`config.mk`:
```
export PLATFORM = sky130hd
export DESIGN_NAME = pipelined_addsub
export DESIGN_NICKNAME = d
export VERILOG_FILES = /design/src/rtl/addsub_pkg.sv /design/src/rtl/addsub_chunk.sv /design/src/rtl/pipelined_addsub.sv
export SDC_FILE = /design/constraint.sdc
export NUM_CORES = 1
export LEC_CHECK = 0
export BUFFER_PORTS_ARGS = -buffer_cell sky130_fd_sc_hd__buf_2
export CAP_MARGIN = 40
export CORE_ASPECT_RATIO = 1.75
export CORE_MARGIN = 2
export CORE_UTILIZATION = 30
export CTS_BUF_LIST = sky130_fd_sc_hd__clkbuf_8
export DETAILED_ROUTE_END_ITERATION = 8
export HOLD_SLACK_MARGIN = 0.08
export SETUP_SLACK_MARGIN = 0.05
export SLEW_MARGIN = 15
export SYNTH_ARGS = -nofsm -noshare
export SYNTH_HDL_FRONTEND = slang
export SYNTH_SLANG_ARGS = --single-unit
```
`constraint.sdc`:
```
create_clock -name clk -period 7.47 [get_ports clk]
set_input_delay 0.3735 -clock clk [delete_from_list [all_inputs] [get_ports clk]]
set_output_delay 0.3735 -clock clk [all_outputs]
set_load 0.02 [all_outputs]
```
`src/rtl/addsub_pkg.sv`:
```
// Shared constants for the pipelined adder/subtractor.
//   OP_ADD / OP_SUB : encoding of the sub input
//   FL_*            : bit positions inside the 6-bit flag bundle
//                     {cf, of, zf, pf, slt, sltu}
//   DEF_WIDTH/CHUNK : default operand width and bits per pipeline stage
package addsub_pkg;

   localparam logic OP_ADD = 1'b0;
   localparam logic OP_SUB = 1'b1;

   localparam int FL_CF   = 5;
   localparam int FL_OF   = 4;
   localparam int FL_ZF   = 3;
   localparam int FL_PF   = 2;
   localparam int FL_SLT  = 1;
   localparam int FL_SLTU = 0;

   typedef logic [5:0] flags_t;

   localparam int DEF_WIDTH = 32;
   localparam int DEF_CHUNK = 8;

endpackage

```
`src/rtl/addsub_chunk.sv`:
```
// Combinational CHUNK-bit adder slice.
//   x, y  : slice operands (y already inverted for subtraction)
//   ci    : carry into the slice
//   sum   : slice sum
//   co    : carry out of the slice
//   c_msb : carry into the slice MSB (used for signed overflow)
module addsub_chunk #(
   parameter int CHUNK = 8
) (
   input  logic [CHUNK-1:0] x,
   input  logic [CHUNK-1:0] y,
   input  logic             ci,
   output logic [CHUNK-1:0] sum,
   output logic             co,
   output logic             c_msb
);

   logic [CHUNK:0] full;

   assign full  = {1'b0, x} + {1'b0, y} + (CHUNK + 1)'(ci);
   assign sum   = full[CHUNK-1:0];
   assign co    = full[CHUNK];
   // sum bit = x ^ y ^ carry-in, so the carry into the MSB falls out directly
   assign c_msb = x[CHUNK-1] ^ y[CHUNK-1] ^ sum[CHUNK-1];

endmodule

```
`src/rtl/pipelined_addsub.sv`:
```
// Pipelined WIDTH-bit adder/subtractor, one CHUNK-bit slice per stage,
// with valid/ready handshake and the full ALU flag set.
// Latency STAGES = WIDTH/CHUNK cycles, throughput one result per cycle.
//   clk, rst            : clock, asynchronous active-high reset
//   in_valid / in_ready : operand handshake (a, b, sub)
//   out_valid/out_ready : result handshake (s and flags)
//   cf, of, zf, pf      : carry/borrow, signed overflow, zero, odd parity
//   slt, sltu           : signed / unsigned less-than (A - B)
// Optional feature macro ADDSUB_SAT_EN adds input sat (signed saturation on
// overflow, travels with its operation) and output sat_hit.
module pipelined_addsub
   import addsub_pkg::*;
#(
   parameter int WIDTH = DEF_WIDTH,
   parameter int CHUNK = DEF_CHUNK
) (
   input  logic             clk,
   input  logic             rst,
   input  logic             in_valid,
   output logic             in_ready,
   input  logic [WIDTH-1:0] a,
   input  logic [WIDTH-1:0] b,
   input  logic             sub,
   output logic             out_valid,
   input  logic             out_ready,
   output logic [WIDTH-1:0] s,
   output logic             cf,
   output logic             of,
   output logic             zf,
   output logic             pf,
   output logic             slt,
   output logic             sltu
`ifdef ADDSUB_SAT_EN
   ,
   input  logic             sat,
   output logic             sat_hit
`endif
);

   localparam int STAGES = WIDTH / CHUNK;
   localparam int L      = STAGES - 1;

   logic             adv;
   logic [WIDTH-1:0] bx;

   // Per-stage view: *_in feeds slice k, *_q is the register after slice k.
   // ax holds finished result chunks below slice k and raw A chunks above.
   logic [WIDTH-1:0] ax_in  [STAGES];
   logic [WIDTH-1:0] bx_in  [STAGES];
   logic [WIDTH-1:0] ax_nxt [STAGES];
   logic             ci     [STAGES];
   logic             v_in   [STAGES];
   logic             sb_in  [STAGES];
   logic [CHUNK-1:0] sum    [STAGES];
   logic             co     [STAGES];
   logic             c_msb  [STAGES];

   logic [WIDTH-1:0] ax_q   [STAGES];
   logic [WIDTH-1:0] bx_q   [STAGES];
   logic             c_q    [STAGES];
   logic             v_q    [STAGES];
   logic             sb_q   [STAGES];

   logic [WIDTH-1:0] s_d, s_q, raw;
   flags_t           fl_d, fl_q;
   logic             cf_d, of_d;

`ifdef ADDSUB_SAT_EN
   logic             st_in  [STAGES];
   logic             st_q   [STAGES];
   logic             hit_d, hit_q;
`endif

   assign adv      = ~v_q[L] | out_ready;
   assign in_ready = adv;
   assign bx       = b ^ {WIDTH{sub == OP_SUB}};

   for (genvar k = 0; k < STAGES; k++) begin : g_stg
      localparam logic [WIDTH-1:0] MASK = WIDTH'({CHUNK{1'b1}}) << (k * CHUNK);

      if (k == 0) begin : g_src
         assign ax_in[k] = a;
         assign bx_in[k] = bx;
         assign ci[k]    = sub;
         assign v_in[k]  = in_valid;
         assign sb_in[k] = sub;
`ifdef ADDSUB_SAT_EN
         assign st_in[k] = sat;
`endif
      end else begin : g_src
         assign ax_in[k] = ax_q[k-1];
         assign bx_in[k] = bx_q[k-1];
         assign ci[k]    = c_q[k-1];
         assign v_in[k]  = v_q[k-1];
         assign sb_in[k] = sb_q[k-1];
`ifdef ADDSUB_SAT_EN
         assign st_in[k] = st_q[k-1];
`endif
      end

      addsub_chunk #(.CHUNK(CHUNK)) u_chunk (
         .x     (ax_in[k][k*CHUNK +: CHUNK]),
         .y     (bx_in[k][k*CHUNK +: CHUNK]),
         .ci    (ci[k]),
         .sum   (sum[k]),
         .co    (co[k]),
         .c_msb (c_msb[k])
      );

      // Replace A's chunk k with the freshly computed result chunk
      assign ax_nxt[k] = (ax_in[k] & ~MASK) | (WIDTH'(sum[k]) << (k * CHUNK));
   end

   // Final stage: full result is aligned in ax_nxt[L]; the top chunk of
   // ax_in[L] is still operand A, so its MSB gives A's sign for clamping.
   always_comb begin
      raw  = ax_nxt[L];
      cf_d = sb_in[L] ^ co[L];
      of_d = co[L] ^ c_msb[L];
      s_d  = raw;
`ifdef ADDSUB_SAT_EN
      hit_d = st_in[L] & of_d;
      if (hit_d) begin
         s_d = ax_in[L][WIDTH-1] ? {1'b1, {(WIDTH-1){1'b0}}}
                                 : {1'b0, {(WIDTH-1){1'b1}}};
      end
`endif
      fl_d          = '0;
      fl_d[FL_CF]   = cf_d;
      fl_d[FL_OF]   = of_d;
      fl_d[FL_ZF]   = ~|s_d;
      fl_d[FL_PF]   = ^s_d;
      fl_d[FL_SLT]  = of_d ^ raw[WIDTH-1];
      fl_d[FL_SLTU] = cf_d;
   end

   always_ff @(posedge clk or posedge rst) begin
      if (rst) begin
         for (int k = 0; k < STAGES; k++) begin
            ax_q[k] <= '0;
            bx_q[k] <= '0;
            c_q[k]  <= 1'b0;
            v_q[k]  <= 1'b0;
            sb_q[k] <= OP_ADD;
`ifdef ADDSUB_SAT_EN
            st_q[k] <= 1'b0;
`endif
         end
         s_q  <= '0;
         fl_q <= '0;
`ifdef ADDSUB_SAT_EN
         hit_q <= 1'b0;
`endif
      end else if (adv) begin
         for (int k = 0; k < STAGES; k++) begin
            ax_q[k] <= ax_nxt[k];
            bx_q[k] <= bx_in[k];
            c_q[k]  <= co[k];
            v_q[k]  <= v_in[k];
            sb_q[k] <= sb_in[k];
`ifdef ADDSUB_SAT_EN
            st_q[k] <= st_in[k];
`endif
         end
         s_q  <= s_d;
         fl_q <= fl_d;
`ifdef ADDSUB_SAT_EN
         hit_q <= hit_d;
`endif
      end
   end

   assign out_valid = v_q[L];
   assign s         = s_q;
   assign cf        = fl_q[FL_CF];
   assign of        = fl_q[FL_OF];
   assign zf        = fl_q[FL_ZF];
   assign pf        = fl_q[FL_PF];
   assign slt       = fl_q[FL_SLT];
   assign sltu      = fl_q[FL_SLTU];
`ifdef ADDSUB_SAT_EN
   assign sat_hit   = hit_q;
`endif

endmodule

```
==> flow_summary_export.csv, run 1 <==
group,metric,value,unit
timing,timing.fmax,0.315,GHz
yosys,synth_top_area_share,0.539,
placement,gp_congestion,0.809,
yosys,yosys_warnings,0,
clocking,path_clk_slew,0.10,ns
placement,dp_hpwl,13400,um
floorplanning,core_area,29200,um2
floorplanning,fp-row-count,83,
floorplanning,io_pins,109,
critical_path,cpMostUsedCell,"xnor2_1",
route,drc_errors,0,
global_route,grt_pass1_vias,6299,
critical_path,required,7.81,ns
route,vias,6319,
critical_path,cp_max_fo,2,
critical_path,ff2ff_setup_slack,4.30,ns
timing,finalClockSkew,0.0192,ns
yosys,syn-cell-area,8870,um2
power,switching_share,0.411,
power,power_frac_comb,0.525,
clocking,root_buffer,"clkbuf_8",
power,internal-power,3000,uW
global_route,grt_overflow,0,
finish,final_layout_size_suffix_gt1_frac,0.145,
critical_path,cp_data_arrival_time,3.51,ns
clocking,clk_latency,0.49,ns
route,drt-initial-drc-count,287,
global_route,grt_start_max_net_pins,95,
yosys,synthCells,960,
timing,finalCritPeriodShare,0.424,
clocking,numCtsBuffers,17,
power,p_total,5100,uW
yosys,synth.largest_area_cell,"dfrtp_1",
timing,rsz0062_at_grt,"false",
finish,n_fill_cell,2980,
finish,nNetsFinal,1193,
floorplanning,die_x,134,um
timing,finalHoldViolCount,0,
power,power_frac_seq,0.338,
timing,worst_pin_slew,0.667,ns
timing,relSlewSlack,0.555,
floorplanning,die-height,231,um
critical_path,path_class,"reg -> reg",
finish,area_growth,18.8,%
route,drt_wl_total,18700,um
power,pwr-share-clk,0.136,
clocking,cts-htree-levels,4,
route,ant_nets,0,
power,leakagePower,0.00517,uW
clocking,cts_tree,"built",
critical_path,end_kind,"flip-flop",
critical_path,slowest_delay,0.47,ns
yosys,synthTopCellsByArea,"dfrtp_1 54%, nand2_1 14%, ha_1 6.1%, xnor2_1 5.3%, o21ai_1 5.2%",
timing,hold-worst-slack,0.142,ns
timing,setup-tns-final,0,ns
global_route,antenna_found_initial,1,
clocking,cts.sinks,191,
yosys,syn_avg_cell_area,9.24,um2
power,ir_worst_vdd,0.592,mV
global_route,grt_pass1_wl,31500,um
power,switching_power,2100,uW
timing,final.min_clock_period,3.17,ns
route,wl_per_cell,12.8,um
floorplanning,dieArea,31000,um2
route,viasPerCell,4.30,
yosys,ys_ff_latch,191,
yosys,yosysSeqAreaShare,0.539,
timing,final-setup-viol-count,0,
yosys,syn_nets,1079,
clocking,postCtsSetupRepairBufs,0,
flow_run,cap_violations,0,
yosys,netlist-cell-type-count,39,
placement,io_buffers,108,
route,drt_first_pass_iters,6,
critical_path,crit_chain,"inv_1, fa_1, fa_1, xor2_1, ha_1, xnor2_1, xnor2_1, xnor2_1, xnor2_1, xnor2_1, xnor2_1, a21oi_1",
clocking,cts_buffer_depth,2,
critical_path,crit_path_start_kind,"flip-flop",
timing,maxSlewViolCount,0,
floorplanning,start_util,0.304,
global_route,grt_usage,0.128,
min_path,hold_class,"in -> reg",
critical_path,critPathSlowestCell,"fa_1",
power,cellPowerDensity,484,nW/um2
status,status,"finished clean",
-- power groups by stage --
stage                     Clock [uW]  Sequential, uW  Combinational [uW]
final                            696            1730                2680
after CTS                        723            1740                2710
after detailed placement           0            1760                2690
after global placement             0            1740                2640
after global routing             767            1790                3030
after floorplan                    0            1820                1980
-- final cells by class --
class | count | area [um2] | area share
Sequential cell | 191 | 4780 | 0.454
Multi-Input combinational cell | 672 | 3720 | 0.353
Timing Repair Buffer | 142 | 956 | 0.0907
Tap cell | 382 | 478 | 0.0454
Clock buffer | 18 | 248 | 0.0235
Inverter | 50 | 198 | 0.0188
Clock inverter | 14 | 156 | 0.0148
Antenna cell | 1 | 2.50 | 0.000238
-- state kept, by name, summed over array words and instances, names as in the netlist --
register / flops
ax_in: 96
fl_q: 5
c_q: 3
bx_in: 48
s: 32
v_in: 3
out_valid: 1
sb_in: 3
-- stage by stage --
| stage | cells | utilization | setup WS (ns) | instance area [um2] |
|---|---|---|---|---|
| 2_1_floorplan | 960 | - | 1.90 | 8870 |
| 3_3_place_gp | 1408 | 0.334 | 4.27 | 9750 |
| 3_5_place_dp | 1411 | 0.337 | 4.29 | 9830 |
| 4_1_cts | 1467 | 0.359 | 4.27 | 10500 |
| 5_1_grt | 1470 | 0.361 | 4.04 | 10500 |
| 6_report | 1470 | 0.361 | 4.30 | 10500 |
-- cells in the mapped netlist --
cell,n
xnor2_1,54
a21boi_1,2
a21oi_1,33
a21oi_2,2
inv_2,1
buf_6,1
or2_2,1
clkbuf_1,32
o21bai_1,8
o21ai_0,3
a21o_1,5
buf_4,1
o31ai_1,4
nand2_1,339
buf_1,11
nor4_1,2
a211oi_1,1
mux2_4,1
o21ai_1,93
nor2b_1,5
nand4_1,3
nand3b_1,1
o221ai_1,1
nand3_1,2
nor3_1,4
nor2_1,32
fa_1,7
nor4b_1,1
dfrtp_1,191
clkinv_1,2
buf_2,2
nand2b_1,4
xor2_1,15
mux2i_1,1
a211o_1,1
inv_1,47
ha_1,43
o21a_1,2
o31ai_2,2
-- metal layers --
| metal | track usage | up-vias | part of all wire |
|---|---|---|---|
| li1 | - | 3291 | - |
| met1 | 0.160 | 2910 | 0.45 |
| met2 | 0.213 | 93 | 0.49 |
| met3 | 0.0252 | 25 | 0.030 |
| met4 | 0.0555 | 0 | 0.025 |
| met5 | 0 | - | 0 |
-- worst max-delay path: cells and delay by family (launching register included) --
kind                       cells  cell delay, ns
adders and majority gates      3            1.18
AOI/OAI and AO/OA              1            0.08
buffers and inverters          1            0.06
DFF                            1            0.34
xor gates and xnor gates       7            1.38
-- timing repair --
item / in CTS / in global routing
endpoints found under the hold margin: 82 / 0
hold buffers: 24 / 0
gates resized for setup: 0 / 0
-- cell usage in the layout (no fill, tap or decap), types with 2 or more instances in the layout --
| master | synthesis | final |
|---|---|---|
| nand2_1 | 339 | 339 |
| dfrtp_1 | 191 | 191 |
| buf_2 | 2 | 108 |
| o21ai_1 | 93 | 93 |
| xnor2_1 | 54 | 54 |
| inv_1 | 47 | 47 |
| ha_1 | 43 | 43 |
| a21oi_1 | 33 | 33 |
| nor2_1 | 32 | 32 |
| dlygate4sd3_1 | 0 | 24 |
| clkbuf_8 | 0 | 18 |
| xor2_1 | 15 | 15 |
| o21bai_1 | 8 | 8 |
| fa_1 | 7 | 7 |
| a21o_1 | 5 | 5 |
| buf_16 | 0 | 5 |
| buf_4 | 1 | 5 |
| nor2b_1 | 5 | 4 |
| nor3_1 | 4 | 4 |
| nand2b_1 | 4 | 4 |
| o31ai_1 | 4 | 4 |
| clkinvlp_4 | 0 | 4 |
| o21ai_0 | 3 | 3 |
| nand4_1 | 3 | 3 |
| inv_8 | 0 | 3 |
| inv_6 | 0 | 3 |
| o21a_1 | 2 | 2 |
| o31ai_2 | 2 | 2 |
| nor4_1 | 2 | 2 |
| nand3_1 | 2 | 2 |
| a21boi_1 | 2 | 2 |
| clkinv_1 | 2 | 2 |
| a21oi_2 | 2 | 2 |
| bufinv_16 | 0 | 2 |
-- path summary, 6_finish.rpt --
path / start / endpoint / cells past startpoint
min in group asynchronous: rst / fl_q[4] / 3
max in group asynchronous: rst / fl_q[0] / 5
hold / removal: a[24] / ax_in[88] / 3
setup reg to reg: ax_in[24] / fl_q[2] / 12
hold reg to reg: ax_in[32] / ax_in[32] / 2
setup / recovery: ax_in[24] / fl_q[2] / 12
-- logic make-up after synthesis --
| group | after synthesis | share of synthesized area |
|---|---|---|
| buf+inv | 97 | 0.0426 |
| fa+ha+maj | 50 | 0.0765 |
| xor+xnor | 69 | 0.0681 |
| flops | 191 | 0.539 |
| mux | 2 | 0.00282 |
| compound gates | 157 | 0.0982 |
| simple gates | 394 | 0.173 |
(Power assumes the default switching activity.)
==> run 2: changes to the inputs <==
Clock period 7.47 ns to 2.8 ns, I/O delays scaled along.
==> flow_summary_export.csv, run 2 (same netlist as run 1, synthesis figures left out) <==
group,metric,value,unit
timing,final-setup-viol-count,1,
timing,finalClockSkew,0.0165,ns
timing,final.min_clock_period,3.01,ns
critical_path,crit_chain,"inv_2, fa_2, fa_2, buf_4, xor2_1, ha_1, xnor2_1, xnor2_1, xnor2_1, xnor2_1, xnor2_1, xnor2_1, a21oi_1",
floorplanning,die_x,134,um
placement,dp_hpwl,13400,um
power,internal-power,8180,uW
finish,mostFrequentLayoutCells,"339 x nand2_1, 191 x dfrtp_1, 108 x buf_2",
critical_path,slowest_delay,0.42,ns
global_route,antenna_found_initial,1,
critical_path,end_kind,"flip-flop",
power,switching_power,5740,uW
timing,layout_setup_ws,-0.206,ns
placement,dp_cells,1422,
critical_path,critical-path-top-delay-family,"XOR/XNOR gates",
clocking,numCtsBuffers,17,
clocking,cts_buffer_depth,2,
finish,area_growth,22.8,%
placement,io_buffers,108,
route,viasPerCell,4.35,
clocking,clk_latency,0.49,ns
critical_path,cpMostUsedCell,"xnor2_1",
floorplanning,dieArea,31000,um2
timing,worst_pin_slew,0.868,ns
status,violations,"negative setup slack",
critical_path,crit_path_start_kind,"flip-flop",
timing,rsz0062_at_grt,"true",
clocking,path_clk_slew,0.10,ns
floorplanning,start_util,0.304,
critical_path,critPathSlowestCell,"fa_2",
timing,finalCritPeriodShare,1.07,
timing,maxSlewViolCount,0,
min_path,hold_class,"in -> reg",
critical_path,ff2ff_setup_slack,-0.21,ns
finish,layout_commonest_cell,"nand2_1",
critical_path,cp_num_buf_inv,2,
floorplanning,core_area,29200,um2
finish,nNetsFinal,1236,
power,p_total,13900,uW
clocking,root_buffer,"clkbuf_8",
status,status,"finished, violations left",
clocking,cts_tree,"built",
power,leakagePower,0.00532,uW
critical_path,required,3.18,ns
global_route,grt_usage,0.132,
route,wl_met3,609,um
route,drt-met1-wl,8560,um
placement,gp_congestion,0.802,
finish,largest_reg_flops,96,
power,pwr-share-clk,0.126,
critical_path,cp_max_fo,2,
finish,multi_input_area,3770,um2
timing,timing.fmax,0.333,GHz
route,highest_layer,"met4",
route,wl_met2,9680,um
finish,final_layout_size_suffix_gt1_frac,0.158,
power,switching_share,0.413,
finish,final_util,0.373,
floorplanning,io_pins,109,
min_path,hp-start,"a[2]",
timing,relSlewSlack,0.421,
flow_run,cap_violations,0,
timing,finalHoldViolCount,0,
min_path,hold_depth,4,
route,drt-initial-drc-count,286,
global_route,grt_start_max_net_pins,213,
power,power_frac_comb,0.544,
power,power_frac_seq,0.330,
global_route,grt_pass1_vias,6684,
power,ir_worst_vdd,1.62,mV
route,drc_errors,0,
route,drt_wl_total,19400,um
critical_path,path_class,"reg -> reg",
clocking,cts-htree-levels,4,
finish,n_fill_cell,2962,
global_route,grt_pass1_wl,32600,um
critical_path,ff2ff_path_depth,13,
route,vias,6575,
floorplanning,fp-row-count,83,
route,wl_per_cell,12.8,um
critical_path,cp_data_arrival_time,3.38,ns
critical_path,timing.rr.start,"ax_in[24]",
finish,finalNonFillerCells,1513,
finish,register_area,4780,um2
min_path,hold_end,"ax_in[66]",
route,ant_nets,0,
global_route,grt_overflow,0,
power,cellPowerDensity,1280,nW/um2
critical_path,r2r-end,"fl_q[2]",
clocking,cts.sinks,191,
floorplanning,die-height,231,um
route,drt_first_pass_iters,4,
-- run 2: changes by cell type in the layout (fill, tap and decap cells not counted), moves of 3 or more --
| cell | delta |
|---|---|
| buf_12 | +3 |
| buf_4 | +14 |
| buf_16 | -5 |
| dlygate4sd3_1 | +31 |
-- run 2: how the worst max path moves through the flow --
| stage | from | to | slack, ns | cells past startpoint |
|---|---|---|---|---|
| floorplan | c_q[1] | fl_q[2] | -0.06 | 15 |
| global placement | c_q[1] | fl_q[2] | -0.15 | 15 |
| detailed placement | c_q[1] | fl_q[2] | -0.19 | 15 |
| CTS | ax_in[25] | fl_q[2] | -0.15 | 14 |
| global route | ax_in[24] | fl_q[2] | -0.40 | 13 |
| finish | ax_in[24] | fl_q[2] | -0.21 | 13 |
-- run 2: final cells by class --
class | count | area share
Antenna cell | 1 | 0.000230
Clock buffer | 17 | 0.0215
Clock inverter | 15 | 0.0129
Inverter | 50 | 0.0178
Multi-Input combinational cell | 672 | 0.346
Sequential cell | 191 | 0.439
Tap cell | 382 | 0.0439
Timing Repair Buffer | 185 | 0.119
-- run 2: worst min-delay path, stage by stage --
cell     delay [ns]
buf_2          0.09
ha_1           0.19
xnor2_1        0.09
o21ai_1        0.10
-- run 2: power groups by stage --
stage	sequential (uW)	clock [uW]	combinational [uW]
after CTS	4630	1830	7450
after global placement	4620	0	7210
final	4600	1750	7570
after detailed placement	4680	0	7350
after floorplan	4870	0	5290
after global routing	4770	1940	8420
-- run 2: per-stage QoR --
step	hold slack (ns)	setup slack [ns]	TNS, ns	cell area [um2]
finish	0.163	-0.206	-0.206	10900
global route	0.171	-0.398	-0.398	10900
CTS	0.132	-0.148	-0.148	10800
detailed placement	0.339	-0.186	-0.186	9900
global placement	0.339	-0.154	-0.154	9900
floorplan	0.252	-0.0556	-0.0556	8880
-- run 2: what timing repair did --
item | in CTS | in global routing
resized for setup | 1 | 7
hold endpoints to repair | 244 | 0
hold buffers | 55 | 0
pin swaps | 2 | 12
buffers inserted | 1 | 2
endpoints found under the setup margin | 1 | 2
-- run 2: per-layer routing --
metal  vias to the layer above  track usage
met2                       109        0.225
met5                         -            0
met3                        31       0.0282
met1                      3054        0.160
met4                         0       0.0592
li1                       3381            -
